<file path="src/rtl/overlay_compositor.sv">
// Text-overlay compositor: shadow/scroll coordinate generation, blink and
// scroll frame counters, and priority merge of per-layer main/shadow hits.
//
// Ports:
//   clk, rst            pixel clock, synchronous active-high reset
//   x, y                current pixel position
//   frame_active        visible-area qualifier
//   frame_start         one-cycle pulse at the start of each frame
//   pause               freezes the blink and scroll counters
//   layer_en            per-layer enable
//   main_hit            generator hits at the main coordinates
//   shadow_hit          generator hits at the shadow coordinates
//   x_shadow, y_shadow  shadow coordinates (combinational)
//   x_scroll            scrolled main x (combinational)
//   x_scroll_sh         scrolled shadow x (combinational)
//   text_active         registered: a visible layer has a main hit
//   overlay_active      registered: text or shadow
//   shadow_only         registered: shadow without text
//   layer_idx           registered: winning layer index
//   blink_on            current blink phase
module overlay_compositor #(
    parameter int N_LAYERS     = 3,
    parameter int SHADOW_DX    = 4,
    parameter int SHADOW_DY    = 4,
    parameter int H_WRAP       = 640,
    parameter int SCROLL_STEP  = 1,
    parameter int SCROLL_DIV   = 2,
    parameter int BLINK_FRAMES = 30,
    parameter logic [N_LAYERS-1:0] BLINK_LAYERS = '0,
    localparam int LW = (N_LAYERS > 1) ? $clog2(N_LAYERS) : 1
) (
    input  logic                clk,
    input  logic                rst,
    input  logic [9:0]          x,
    input  logic [9:0]          y,
    input  logic                frame_active,
    input  logic                frame_start,
    input  logic                pause,
    input  logic [N_LAYERS-1:0] layer_en,
    input  logic [N_LAYERS-1:0] main_hit,
    input  logic [N_LAYERS-1:0] shadow_hit,
    output logic [9:0]          x_shadow,
    output logic [9:0]          y_shadow,
    output logic [9:0]          x_scroll,
    output logic [9:0]          x_scroll_sh,
    output logic                text_active,
    output logic                overlay_active,
    output logic                shadow_only,
    output logic [LW-1:0]       layer_idx,
    output logic                blink_on
);

    localparam int FW = (SCROLL_DIV > 1) ? $clog2(SCROLL_DIV) : 1;
    localparam int BW = (BLINK_FRAMES > 1) ? $clog2(BLINK_FRAMES) : 1;

    localparam logic [FW-1:0] FRAME_LAST = FW'(SCROLL_DIV - 1);
    localparam logic [BW-1:0] BLINK_LAST = BW'(BLINK_FRAMES - 1);
    localparam logic [10:0]   WRAP11     = 11'(H_WRAP);
    localparam logic [10:0]   STEP11     = 11'(SCROLL_STEP);

    logic [9:0]    scroll_off;
    logic [FW-1:0] frame_cnt;
    logic [BW-1:0] blink_cnt;

    logic          tick;
    logic [10:0]   scroll_sum;
    logic [9:0]    scroll_next;

    logic [N_LAYERS-1:0] vis;
    logic [N_LAYERS-1:0] m;
    logic [N_LAYERS-1:0] s;
    logic                m_any;
    logic                s_any;
    logic [LW-1:0]       m_idx;
    logic [LW-1:0]       s_idx;
    logic [LW-1:0]       win_idx;

    // Single fold back into [0,H_WRAP); inputs are assumed in range.
    function automatic logic [9:0] fold(input logic [9:0] c,
                                        input logic [9:0] off);
        logic [10:0] sum;
        sum = {1'b0, c} + {1'b0, off};
        if (sum >= WRAP11) begin
            sum = sum - WRAP11;
        end
        return sum[9:0];
    endfunction

    assign x_shadow    = x - 10'(SHADOW_DX);
    assign y_shadow    = y - 10'(SHADOW_DY);
    assign x_scroll    = fold(x, scroll_off);
    assign x_scroll_sh = fold(x_shadow, scroll_off);

    // Pause wins over a coincident frame_start.
    assign tick = frame_start & ~pause;

    always_comb begin
        scroll_sum  = {1'b0, scroll_off} + STEP11;
        scroll_next = scroll_sum[9:0];
        if (scroll_sum >= WRAP11) begin
            scroll_next = 10'(scroll_sum - WRAP11);
        end
    end

    always_ff @(posedge clk) begin
        if (rst) begin
            scroll_off <= '0;
            frame_cnt  <= '0;
            blink_cnt  <= '0;
            blink_on   <= 1'b1;
        end else if (tick) begin
            if (frame_cnt == FRAME_LAST) begin
                frame_cnt  <= '0;
                scroll_off <= scroll_next;
            end else begin
                frame_cnt <= frame_cnt + 1'b1;
            end
            if (blink_cnt == BLINK_LAST) begin
                blink_cnt <= '0;
                blink_on  <= ~blink_on;
            end else begin
                blink_cnt <= blink_cnt + 1'b1;
            end
        end
    end

    always_comb begin
        vis = layer_en & (~BLINK_LAYERS | {N_LAYERS{blink_on}});
        m   = main_hit & vis;
        s   = shadow_hit & vis;
    end

    assign m_any = |m;
    assign s_any = |s;

    // Scan downward so the lowest set index is the one left standing.
    always_comb begin
        m_idx = '0;
        s_idx = '0;
        for (int i = N_LAYERS - 1; i >= 0; i--) begin
            if (m[i]) begin
                m_idx = LW'(i);
            end
            if (s[i]) begin
                s_idx = LW'(i);
            end
        end
    end

    // Any main hit beats every shadow, even a higher-priority layer's.
    always_comb begin
        win_idx = '0;
        if (frame_active) begin
            if (m_any) begin
                win_idx = m_idx;
            end else if (s_any) begin
                win_idx = s_idx;
            end
        end
    end

    always_ff @(posedge clk) begin
        if (rst) begin
            text_active    <= 1'b0;
            overlay_active <= 1'b0;
            shadow_only    <= 1'b0;
            layer_idx      <= '0;
        end else begin
            text_active    <= frame_active & m_any;
            overlay_active <= frame_active & (m_any | s_any);
            shadow_only    <= frame_active & ~m_any & s_any;
            layer_idx      <= win_idx;
        end
    end

endmodule

</file>
<file path="config.mk">
export PLATFORM = sky130hd
export DESIGN_NAME = overlay_compositor
export DESIGN_NICKNAME = d
export VERILOG_FILES = /design/src/rtl/overlay_compositor.sv
export SDC_FILE = /design/constraint.sdc
export NUM_CORES = 1
export LEC_CHECK = 0
export CAP_MARGIN = 15
export CORE_MARGIN = 2
export CORE_UTILIZATION = 30
export DETAILED_ROUTE_END_ITERATION = 8
export HOLD_SLACK_MARGIN = 0.03
export PLACE_DENSITY = 0.68
export SLEW_MARGIN = 0
export SYNTH_ARGS = -nofsm -noshare
export SYNTH_HDL_FRONTEND = slang
export SYNTH_SLANG_ARGS = --single-unit
</file>
<file path="constraint.sdc">
create_clock -name clk -period 8.8 [get_ports clk]
set_input_delay 2.64 -clock clk [delete_from_list [all_inputs] [get_ports clk]]
set_output_delay 2.64 -clock clk [all_outputs]
set_load 0.01 [all_outputs]
</file>
; ---- Yosys cells after proc, flatten, opt, wreduce, memory -nomap -nowiden
; Cells that the tools add are included.
[word_totals]
register_bits = 22
inputBits = 34
output_inout_bits = 46
wordCells = 52
[classes]
add_sub_neg = 10
n_lt_le_gt_ge = 3
eq_ne = 1
muxes = 13
bitwise_logic = 12
n_reduce_logical = 5
[ops]
columns = op, n
row1 = "greater-or-equal comparator 11 x 10 -> 1 bit, second input constant", 3
row2 = 2-to-1 mux 10 bit, 3
row3 = "subtractor 10 bit, second input constant", 3
row4 = adder 10 x 10 -> 11 bit, 2
row5 = "subtractor 10 x 3 -> 10 bit, second input constant", 2
row6 = 2-to-1 mux 2 bit, 8
row7 = "adder 10 x 1 -> 11 bit, second input constant", 1
row8 = AND 3 bit, 2
row9 = OR reduction 3 bit, 2
row10 = "adder 5 x 1 -> 5 bit, second input constant", 1
row11 = AND 1 bit, 5
row12 = "equality test 5 bit, second input constant", 1
row13 = 2-to-1 mux 5 bit, 1
row14 = inverter 1 bit, 4
row15 = AND reduction 2 bit, 2
row16 = OR reduction 2 bit, 1
row17 = "adder 1 bit, second input constant", 1
row18 = 2-to-1 mux 1 bit, 1
row19 = OR 1 bit, 1

; ---- Longest topological paths before layout
; Gate-level depths: netlist of the first run.
[logic_depth]
word_depth = 6
ltp_mapped = 14
mapped_depth_nobuf = 14

; ---- Worst setup path before layout of the first run
; OpenSTA, ideal clock, no wires.
[synth_path]
kind = input -> output
startpoint = in x[2]
endpoint = out x_scroll_sh[8]
t_arrival_ps = 5424
t_required_ps = 6160
path_slack_ps = 736
stages = 12
path_cell_list = inv_1 -> ha_1 -> xor2_1 -> ha_1 -> a21o_1 -> a221oi_1 -> o21ai_0 -> xnor2_1 -> ha_1 -> inv_1 -> o311a_1 -> and3_1
[synth_between]
elab_chain_cells = 4
[synth_rtl]
columns = element, line
row1 = start: declaration, 34  ; input logic [9:0] x,
row2 = subtractor 10 x 3 -> 10 bit *, 89  ; assign x_shadow = x - 10'(SHADOW_DX);
row3 = net x_shadow[4], 42  ; output logic [9:0] x_shadow,
row4 = adder 10 x 10 -> 11 bit *, 82  ; sum = {1'b0, c} + {1'b0, off};
row5 = subtractor 10 bit / greater-or-equal comparator 11 x 10 -> 1 bit (equally long branches), "84, 83"
row6 = 2-to-1 mux 10 bit *, 83  ; if (sum >= WRAP11) begin
row7 = end: declaration, 45  ; output logic [9:0] x_scroll_sh,
; The timed path passes the listed nets; every way through them passes the cells marked *.

; ---- Worst setup path in the final report of the first run
[layout_path]
startpoint = in x[2]
endpoint = out x_scroll[7]
[layout_between]
elab_chain_cells = 3
[layout_rtl]
columns = element, line
row1 = adder 10 x 10 -> 11 bit *, 82
row2 = subtractor 10 bit / greater-or-equal comparator 11 x 10 -> 1 bit (equally long branches), "84, 83"
row3 = 2-to-1 mux 10 bit *, 83
row4 = end: declaration, 44  ; output logic [9:0] x_scroll,
; Mark *: on every way between the ends. The rest lies on a longest branch, timed or not.

==> results of run 1 <==
flip-flops by register name, summed over array words and instances (netlist names):
register / cells
frame_cnt: 1
layer_idx: 2
blink_on: 1
text_active: 1
scroll_off: 10
blink_cnt: 5
shadow_only: 1
overlay_active: 1
critical path, delay by kind of cell:
family                   cells  cell delay [ns]
XOR/XNOR                     2             0.37
AO/OA/AOI/OAI                4             0.80
buffers and inverters        5             1.29
adder cells (fa/ha/maj)      2             0.59
AND/OR/NAND/NOR              1             0.26
metrics by stage:
stage                     utilization (%)  area, um^2
final                                43.6        3550
after global routing                 43.6        3550
after CTS                            42.3        3440
after detailed placement             41.6        3380
after global placement               41.6        3380
after floorplan                         -        2500
power by group through the flow:
| stage | Clock (mW) | Combinational [mW] | Sequential (mW) |
|---|---|---|---|
| floorplan | 0 | 0.0506 | 0.106 |
| global placement | 0 | 0.107 | 0.106 |
| detailed placement | 0 | 0.109 | 0.106 |
| CTS | 0.0635 | 0.109 | 0.104 |
| global route | 0.0665 | 0.122 | 0.104 |
| finish | 0.0600 | 0.112 | 0.104 |
timing repair:
action,4_1_cts,5_1_grt
resized for setup,2,20
endpoints found under the setup margin,1,4
buffers inserted,0,1
pin swaps,0,7
metal layers:
metal / track usage [%] / wire, um
met2: 25.9 / 3180
met3: 2.53 / 518
met4: 2.05 / 28
met5: 0 / 0
met1: 17.6 / 3040
worst paths after layout:
kind            startpoint             to  slack, ns  cells past startpoint
min reg2reg       blink_on       blink_on       0.51                      2
max                   x[2]    x_scroll[7]       0.20                     14
max reg2reg  scroll_off[1]  scroll_off[7]       5.35                     12
min               blink_on       blink_on       0.51                      2
kinds of logic after synthesis:
kind of cell / count (synthesis) / share of synthesized area (%)
simple gates: 129 / 26.4
compound gates: 72 / 20.9
xor+xnor: 38 / 13.3
fa+ha+maj: 29 / 14.8
buf+inv: 26 / 5.70
flops: 22 / 17.6
mux: 3 / 1.35
placed cells by master (no fill, tap or decap), drive strengths merged, types with 6 or more instances in the layout:
| cell type | instances |
|---|---|
| buf | 13 |
| o21ai | 8 |
| nand2 | 29 |
| xnor2 | 16 |
| a21oi | 19 |
| nand3 | 9 |
| nor3 | 8 |
| clkdlybuf4s50 | 72 |
| ha | 28 |
| nor2 | 36 |
| nand2b | 6 |
| xor2 | 22 |
| a21o | 7 |
| nand4 | 8 |
| dfxtp | 22 |
| inv | 14 |
cell type report:
class	instances	area, um^2	share of cell area (%)
multi-input cells	271	2030	57.1
repair buffers	88	856	24.1
flip-flops and latches	22	440	12.4
well taps	105	131	3.70
inverters	14	52.6	1.48
clock buffers	3	41.3	1.16
==> summary.md, run 1 <==
| Metric | Value |
|---|---|
| Inst Count DP | 499 |
| Syn avg cell area | 7.84 um^2 |
| Slack of the critical path | 0.202 ns |
| CTS sink cnt | 22 |
| Rel. slew slack | 56.9% |
| Worst skew pair latency | 0.25 ns |
| Residual DRC | 0 |
| Layout cells sized above 1 | 11.1% |
| Async set-or-reset flop fraction in the synthesized netlist | 0% |
| Die height | 95.3 um |
| Finished Layout Cells | 503 |
| Endpoint type of the worst setup path | output pin |
| Fin crit share | 97.7% |
| Part of the power in combinational logic | 40.6% |
| Die ar. | 9080 um^2 |
| Worst stage delay on the critical path | 0.56 ns |
| Minimum clock period after layout | 8.60 ns |
| First-pass iteration count of the detailed router | 4 |
| Worst VDD drop | 0.0615 mV |
| Synth top area share | 17.6% |
| Vias/cell | 5.17 |
| GR Overflow Total | 0 |
| Crit-path slowest cell | clkdlybuf4s50_1 |
| Core area | 8130 um^2 |
| Syn_nets | 382 |
| EDFF count, synth | 0 |
| Clock share of power | 21.8% |
| Layout filler cell count | 833 |
| Final Hold Vio Count | 0 |
| Routed via count | 2603 |
| Nature of the critical path startpoint | input port |
| Critical Path RT | 6.16 ns |
| Post-DP HPWL | 5400 um |
| Largest net degree at the start of global routing | 16 |
| I/O pin count | 80 |
| Final slew viol count | 0 |
| Vias in the first global route | 2396 |
| Total power | 276 uW |
| Cell Area, Synth | 2500 um^2 |
| Rows | 33 |
| Nets | 463 |
| RD Place Congestion | 0.837 |
| Worst-path clk slew | 0.07 ns |
| Net Sw Frac | 29.9% |
| Worst Tran Pin Value | 0.646 ns |
| Worst Hold Class | flip-flop to flip-flop |
| Clock root cell | clkbuf_8 |
| Pwr dens | 77.7 nW/um^2 |
| # setup viols final | 0 |
| Crit Path Max Fanout | 5 |
| Post-synth top area cell | dfxtp_1 |
| Antenna Nets Post-Route | 0 |
| Setup WS pre-CTS | -0.0372 ns |
| Prevailing post-synth register cell | dfxtp_1 |
| TritonCTS Buffers | 3 |
| Number of antenna diodes | 0 |
| Initial antenna violation count | 0 |
| Unique masters post-synth | 66 |
| Cell with the most instances after synthesis | nor2_1 |
| Htree depth | 1 |
| CP cell instances | clkdlybuf4s50_1, inv_1, buf_4, ha_1, nand2b_2, a211oi_4, o221ai_2, xor2_1, ha_2, inv_1, a21o_1, xor2_1, a31oi_1, clkdlybuf4s50_1 |
| CTS tree | yes |
| GRT Total Usage | 14.2% |
| Longest Clk Path Bufs | 2 |
| Leakage power | 1.46 nW |
| Critical path class | input port to output pin |
| Yosys warns | 0 |
| Hold Worst Slack | 0.512 ns |
| Sequential share of power | 37.6% |
| Hold buffers post-CTS | 0 |
| Setup TNS | 0 ns |
| Sequential element share of the synthesized area | 17.6% |
| Clock Skew | 0.000802 ns |
| Flop and latch count out of synthesis | 22 |
| Syn-to-layout area delta | 41.9% |
| First-pass GRT wire length | 10600 um |
| Synth area leaders | dfxtp_1 18%, ha_1 14%, xor2_1 7.7% |
| Total Routed Length | 6760 um |
| Sw Pwr | 82.5 uW |
| PortBufs | 75 |
| Die W | 95.3 um |
| Worst Path Arrival | 5.96 ns |
| Synth top cells by count | 36 x nor2_1, 29 x nand2_1, 28 x ha_1 |
| FMAX | 116 MHz |
| DR WL/cell | 13.4 um |
| DR iter-0 viols | 56 |
| Cell Int Power | 193 uW |
| Max-cap viol count | 0 |
| Synth Instances | 319 |
| Starting density of the core | 30.7% |
| Status | complete, no violations |
Power figures use the tool's default switching activity.
==> run 2: changes to the inputs <==
CORE_UTILIZATION = 47   (was 30)
PLACE_DENSITY = 0.93   (was 0.68)
==> summary.md, run 2 (same netlist as run 1, synthesis figures left out) <==
| Metric | Value |
|---|---|
| Hold Startpoint | blink_on |
| Die height | 77.0 um |
| Final Hold Vio Count | 0 |
| R2R depth | 12 |
| Reg with most FFs | scroll_off |
| Nature of the critical path startpoint | input port |
| Vias/cell | 5.77 |
| Routed via count | 2727 |
| Vias in the first global route | 2552 |
| DR WL/cell | 14.7 um |
| Crit-path slowest cell | clkdlybuf4s50_1 |
| TritonCTS Buffers | 3 |
| Rows | 26 |
| # setup viols final | 0 |
| Clock share of power | 24.9% |
| Rel. slew slack | 54.0% |
| Crit Path Max Fanout | 7 |
| GRT Total Usage | 22.6% |
| Clock Skew | 0.00105 ns |
| Nets | 467 |
| Antenna Nets Post-Route | 0 |
| Htree depth | 1 |
| Largest net degree at the start of global routing | 16 |
| Worst R2R Start | scroll_off[1] |
| Cell Int Power | 205 uW |
| Layout filler cell count | 386 |
| Core area | 5110 um^2 |
| Worst stage delay on the critical path | 0.56 ns |
| Clock root cell | clkbuf_8 |
| RD Place Congestion | 0.953 |
| Worst VDD drop | 0.113 mV |
| First-pass iteration count of the detailed router | 4 |
| Syn-to-layout area delta | 41.3% |
| Worst Tran Pin Value | 0.689 ns |
| I/O pin count | 80 |
| Leakage power | 1.47 nW |
| CTS tree | yes |
| Initial antenna violation count | 0 |
| Starting density of the core | 49.0% |
| DR iter-0 viols | 209 |
| Minimum clock period after layout | 8.67 ns |
| Layout cells sized above 1 | 11.9% |
| Hold Path Sink | blink_on |
| Max reg flops | 10 |
| Sequential share of power | 35.6% |
| Worst Path Arrival | 6.03 ns |
| First-pass GRT wire length | 11400 um |
| Worst-path clk slew | 0.08 ns |
| Reg2Reg Setup Slack | 5.36 ns |
| Endpoint type of the worst setup path | output pin |
| FMAX | 115 MHz |
| Max-cap viol count | 0 |
| Worst skew pair latency | 0.26 ns |
| Die ar. | 5920 um^2 |
| PortBufs | 75 |
| Longest Clk Path Bufs | 2 |
| Critical Path RT | 6.16 ns |
| Most common cell after layout, fill and taps aside | clkdlybuf4s50_1 |
| Hold path cells | 2 |
| Status | complete, no violations |
| CP cell instances | clkdlybuf4s50_1, inv_1, buf_4, ha_2, nand3b_1, o221ai_1, a21oi_1, xor2_2, ha_1, inv_1, a21o_1, xor2_1, a31oi_1, clkdlybuf4s50_1 |
| Die W | 77.0 um |
| Sw Pwr | 86.2 uW |
| Worst Hold Class | flip-flop to flip-flop |
| Final slew viol count | 0 |
| Reg2Reg Capture Point | scroll_off[7] |
| Setup TNS | 0 ns |
| Part of the power in combinational logic | 39.5% |
| Most frequent cells in the layout | 73 x clkdlybuf4s50_1, 34 x nor2_1, 29 x nand2_1 |
| Pwr dens | 82.5 nW/um^2 |
| Hold Worst Slack | 0.512 ns |
| Post-DP HPWL | 5440 um |
| GR Overflow Total | 0 |
| Residual DRC | 0 |
| Number of antenna diodes | 0 |
| Total Routed Length | 6950 um |
| Net Sw Frac | 29.6% |
| CTS sink cnt | 22 |
| Critical path class | input port to output pin |
| Top Registers | scroll_off: 10 flops, blink_cnt: 5 flops, layer_idx: 2 flops |
| Fin crit share | 98.5% |
[run 2: worst max-delay path by stage]
stage,startpoint,end,depth (start not counted)
after floorplan,x[2],x_scroll_sh[8],12
after global placement,x[2],x_scroll_sh[8],14
after detailed placement,x[2],x_scroll_sh[8],15
after CTS,x[2],x_scroll_sh[8],15
after global routing,x[2],x_scroll[7],14
final,x[2],x_scroll[7],14
[run 2: final cells by class]
| cell class | instances | area (um^2) | area share (%) |
|---|---|---|---|
| multi-input cells | 271 | 2010 | 57.0 |
| well taps | 70 | 87.6 | 2.48 |
| flip-flops and latches | 22 | 440 | 12.5 |
| repair buffers | 92 | 883 | 25.0 |
| inverters | 14 | 52.6 | 1.49 |
| clock buffers | 4 | 55.1 | 1.56 |
[run 2: power by group through the flow]
| stage | clock network (mW) | registers (mW) | logic [mW] |
|---|---|---|---|
| after floorplan | 0 | 0.106 | 0.0506 |
| after global placement | 0 | 0.106 | 0.104 |
| after CTS | 0.0737 | 0.104 | 0.109 |
| after detailed placement | 0 | 0.106 | 0.107 |
| final | 0.0724 | 0.104 | 0.115 |
| after global routing | 0.0773 | 0.104 | 0.124 |
[run 2: what timing repair did]
item	in CTS	in global routing
pin swaps	0	6
setup buffers	0	8
resized for setup	4	14
hold buffers	0	0
setup endpoints to repair	2	5
[run 2: critical path, delay by kind of cell]
kind | cells | cell delay (ns)
and+or+nand+nor | 1 | 0.18
xor gates and xnor gates | 2 | 0.41
adders and majority gates | 2 | 0.64
buffers and inverters | 5 | 1.38
AOI/OAI and AO/OA | 4 | 0.80
[run 2: metrics by stage]
| stage | instances | util, % | power (mW) | instance area, um^2 | setup WS, ns |
|---|---|---|---|---|---|
| floorplan | 319 | - | 0.157 | 2500 | 0.736 |
| global placement | 461 | 64.9 | 0.210 | 3320 | 0.0470 |
| detailed placement | 461 | 64.9 | 0.213 | 3320 | -0.0552 |
| CTS | 465 | 66.6 | 0.286 | 3400 | -0.00860 |
| global route | 473 | 69.2 | 0.306 | 3530 | -0.0182 |
| finish | 473 | 69.2 | 0.291 | 3530 | 0.129 |
[run 2: per-layer routing]
| metal | vias up | part of all wire, % | track usage, % |
|---|---|---|---|
| met2 | 106 | 51 | 42.5 |
| met5 | - | 0 | 0 |
| met4 | 0 | 1.5 | 6.18 |
| li1 | 1332 | - | - |
| met1 | 1277 | 40 | 26.9 |
| met3 | 12 | 7.4 | 2.71 |
==> run 3: changes to the inputs <==
SKIP_LAST_GASP = 1   (was default)
clock period = 8.3 ns   (was 8.8 ns; I/O delays follow)
==> summary.md, run 3 (same netlist as run 1, synthesis figures left out) <==
| Metric | Value |
|---|---|
| Total power | 305 uW |
| Leakage power | 1.59 nW |
| R2R depth | 12 |
| Status | finished, violations left |
| Routed via count | 2854 |
| Antenna Nets Post-Route | 0 |
| Layout filler cell count | 344 |
| Most frequent cells in the layout | 68 x clkdlybuf4s50_1, 34 x nor2_1, 34 x buf_4 |
| Reg with most FFs | scroll_off |
| Most common cell after layout, fill and taps aside | clkdlybuf4s50_1 |
| Hold path cells | 2 |
| Crit Path Max Fanout | 5 |
| GRT Total Usage | 24.1% |
| Starting density of the core | 49.0% |
| Setup WS pre-CTS | -0.237 ns |
| Layout cells sized above 1 | 17.4% |
| Largest net degree at the start of global routing | 16 |
| Final slew viol count | 0 |
| Clock root cell | clkbuf_8 |
| Post-DP HPWL | 5690 um |
| Longest Clk Path Bufs | 2 |
| Critical path class | input port to output pin |
| RD Place Congestion | 0.916 |
| Die W | 77.0 um |
| Rows | 26 |
| Worst Path Arrival | 5.83 ns |
| Number of antenna diodes | 0 |
| Fin crit share | 100% |
| Core area | 5110 um^2 |
| First-pass GRT wire length | 12000 um |
| Worst Tran Pin Value | 0.664 ns |
| Hold Worst Slack | 0.530 ns |
| I/O pin count | 80 |
| GR Overflow Total | 0 |
| Critical Path RT | 5.81 ns |
| PortBufs | 75 |
| Multi-input gate area | 2060 um^2 |
| Slack of the critical path | -0.0230 ns |
| Nature of the critical path startpoint | input port |
| Htree depth | 1 |
| Residual DRC | 0 |
| DR WL/cell | 16.9 um |
| FF+latch area | 440 um^2 |
| Pwr dens | 82.6 nW/um^2 |
| Worst VDD drop | 0.0850 mV |
| First-pass iteration count of the detailed router | 5 |
| Worst skew pair latency | 0.26 ns |
| FMAX | 120 MHz |
| Max-cap viol count | 0 |
| DR iter-0 viols | 241 |
| Total Routed Length | 8260 um |
| Endpoint type of the worst setup path | output pin |
| Minimum clock period after layout | 8.32 ns |
| Hold buffers post-CTS | 0 |
| Vias in the first global route | 2758 |
| Syn-to-layout area delta | 47.8% |
| Initial antenna violation count | 0 |
| Nets | 484 |
| # setup viols final | 1 |
| Worst Hold Class | flip-flop to flip-flop |
| Failing checks | setup timing |
| Clock Skew | 0.00163 ns |
| Die ar. | 5920 um^2 |
| Die height | 77.0 um |
| Vias/cell | 5.84 |
| Max reg flops | 10 |
| Top Registers | scroll_off: 10 flops, blink_cnt: 5 flops, layer_idx: 2 flops |
| CP cell instances | clkdlybuf4s50_1, inv_1, buf_4, nand3_4, nor4_4, xor2_2, ha_1, nor4b_1, a21oi_1, o211ai_1, a311oi_1, buf_4, o21ai_1, xnor2_1, nor2_1, clkdlybuf4s50_1 |
| TritonCTS Buffers | 3 |
| Worst stage delay on the critical path | 0.54 ns |
| CTS sink cnt | 22 |
| Crit-path slowest cell | clkdlybuf4s50_1 |
| Final Hold Vio Count | 0 |
| RSZ-0062 raised after global routing | true |
| Rel. slew slack | 55.6% |
| Worst-path clk slew | 0.07 ns |
| CTS tree | yes |
## run 3: worst max-delay path, delay by kind of cell
family	cells	cell delay (ns)
and+or+nand+nor	4	0.66
buffers and inverters	5	1.46
AOI/OAI and AO/OA	4	0.56
adders and majority gates	1	0.31
xor gates and xnor gates	2	0.36
## run 3: layout make-up
class / instances / share of cell area (%)
inverters: 14 / 1.42
flip-flops and latches: 22 / 11.9
clock buffers: 3 / 1.12
multi-input cells: 271 / 55.7
well taps: 70 / 2.37
repair buffers: 109 / 27.5
## run 3: final timing paths
| check | start | slack [ns] | endpoint |
|---|---|---|---|
| max | x[2] | -0.02 | x_scroll_sh[7] |
| min | blink_on | 0.53 | blink_on |
| max reg2reg | scroll_off[1] | 4.86 | scroll_off[7] |
| min reg2reg | blink_on | 0.53 | blink_on |
## run 3: per-stage QoR
step	utilization, %	setup TNS (ns)	area [um^2]	instances
floorplan	-	0	2500	319
global placement	67.7	-0.178	3460	480
detailed placement	67.7	-0.559	3460	480
CTS	69.7	-0.0383	3560	486
global route	72.4	-0.135	3700	489
finish	72.4	-0.0230	3700	489
## run 3: routing by layer
metal | wire length [um] | vias up | share of wire (%) | track usage, %
li1 | - | 1370 | - | -
met1 | 3370 | 1326 | 41 | 27.8
met2 | 4240 | 130 | 51 | 43.4
met3 | 438 | 28 | 5.3 | 3.29
met4 | 212 | 0 | 2.6 | 11.3
met5 | 0 | - | 0 | 0
## run 3: power by group
group | switching (mW) | internal [mW]
combinational | 0.0601 | 0.0704
clock | 0.0323 | 0.0324
sequential | 0.00218 | 0.108
total | 0.0946 | 0.211
## run 3: repair_timing
| item | CTS | global route |
|---|---|---|
| endpoints found under the setup margin | 5 | 5 |
| buffers inserted | 3 | 3 |
| gates resized for setup | 10 | 25 |
| pin swaps | 2 | 15 |
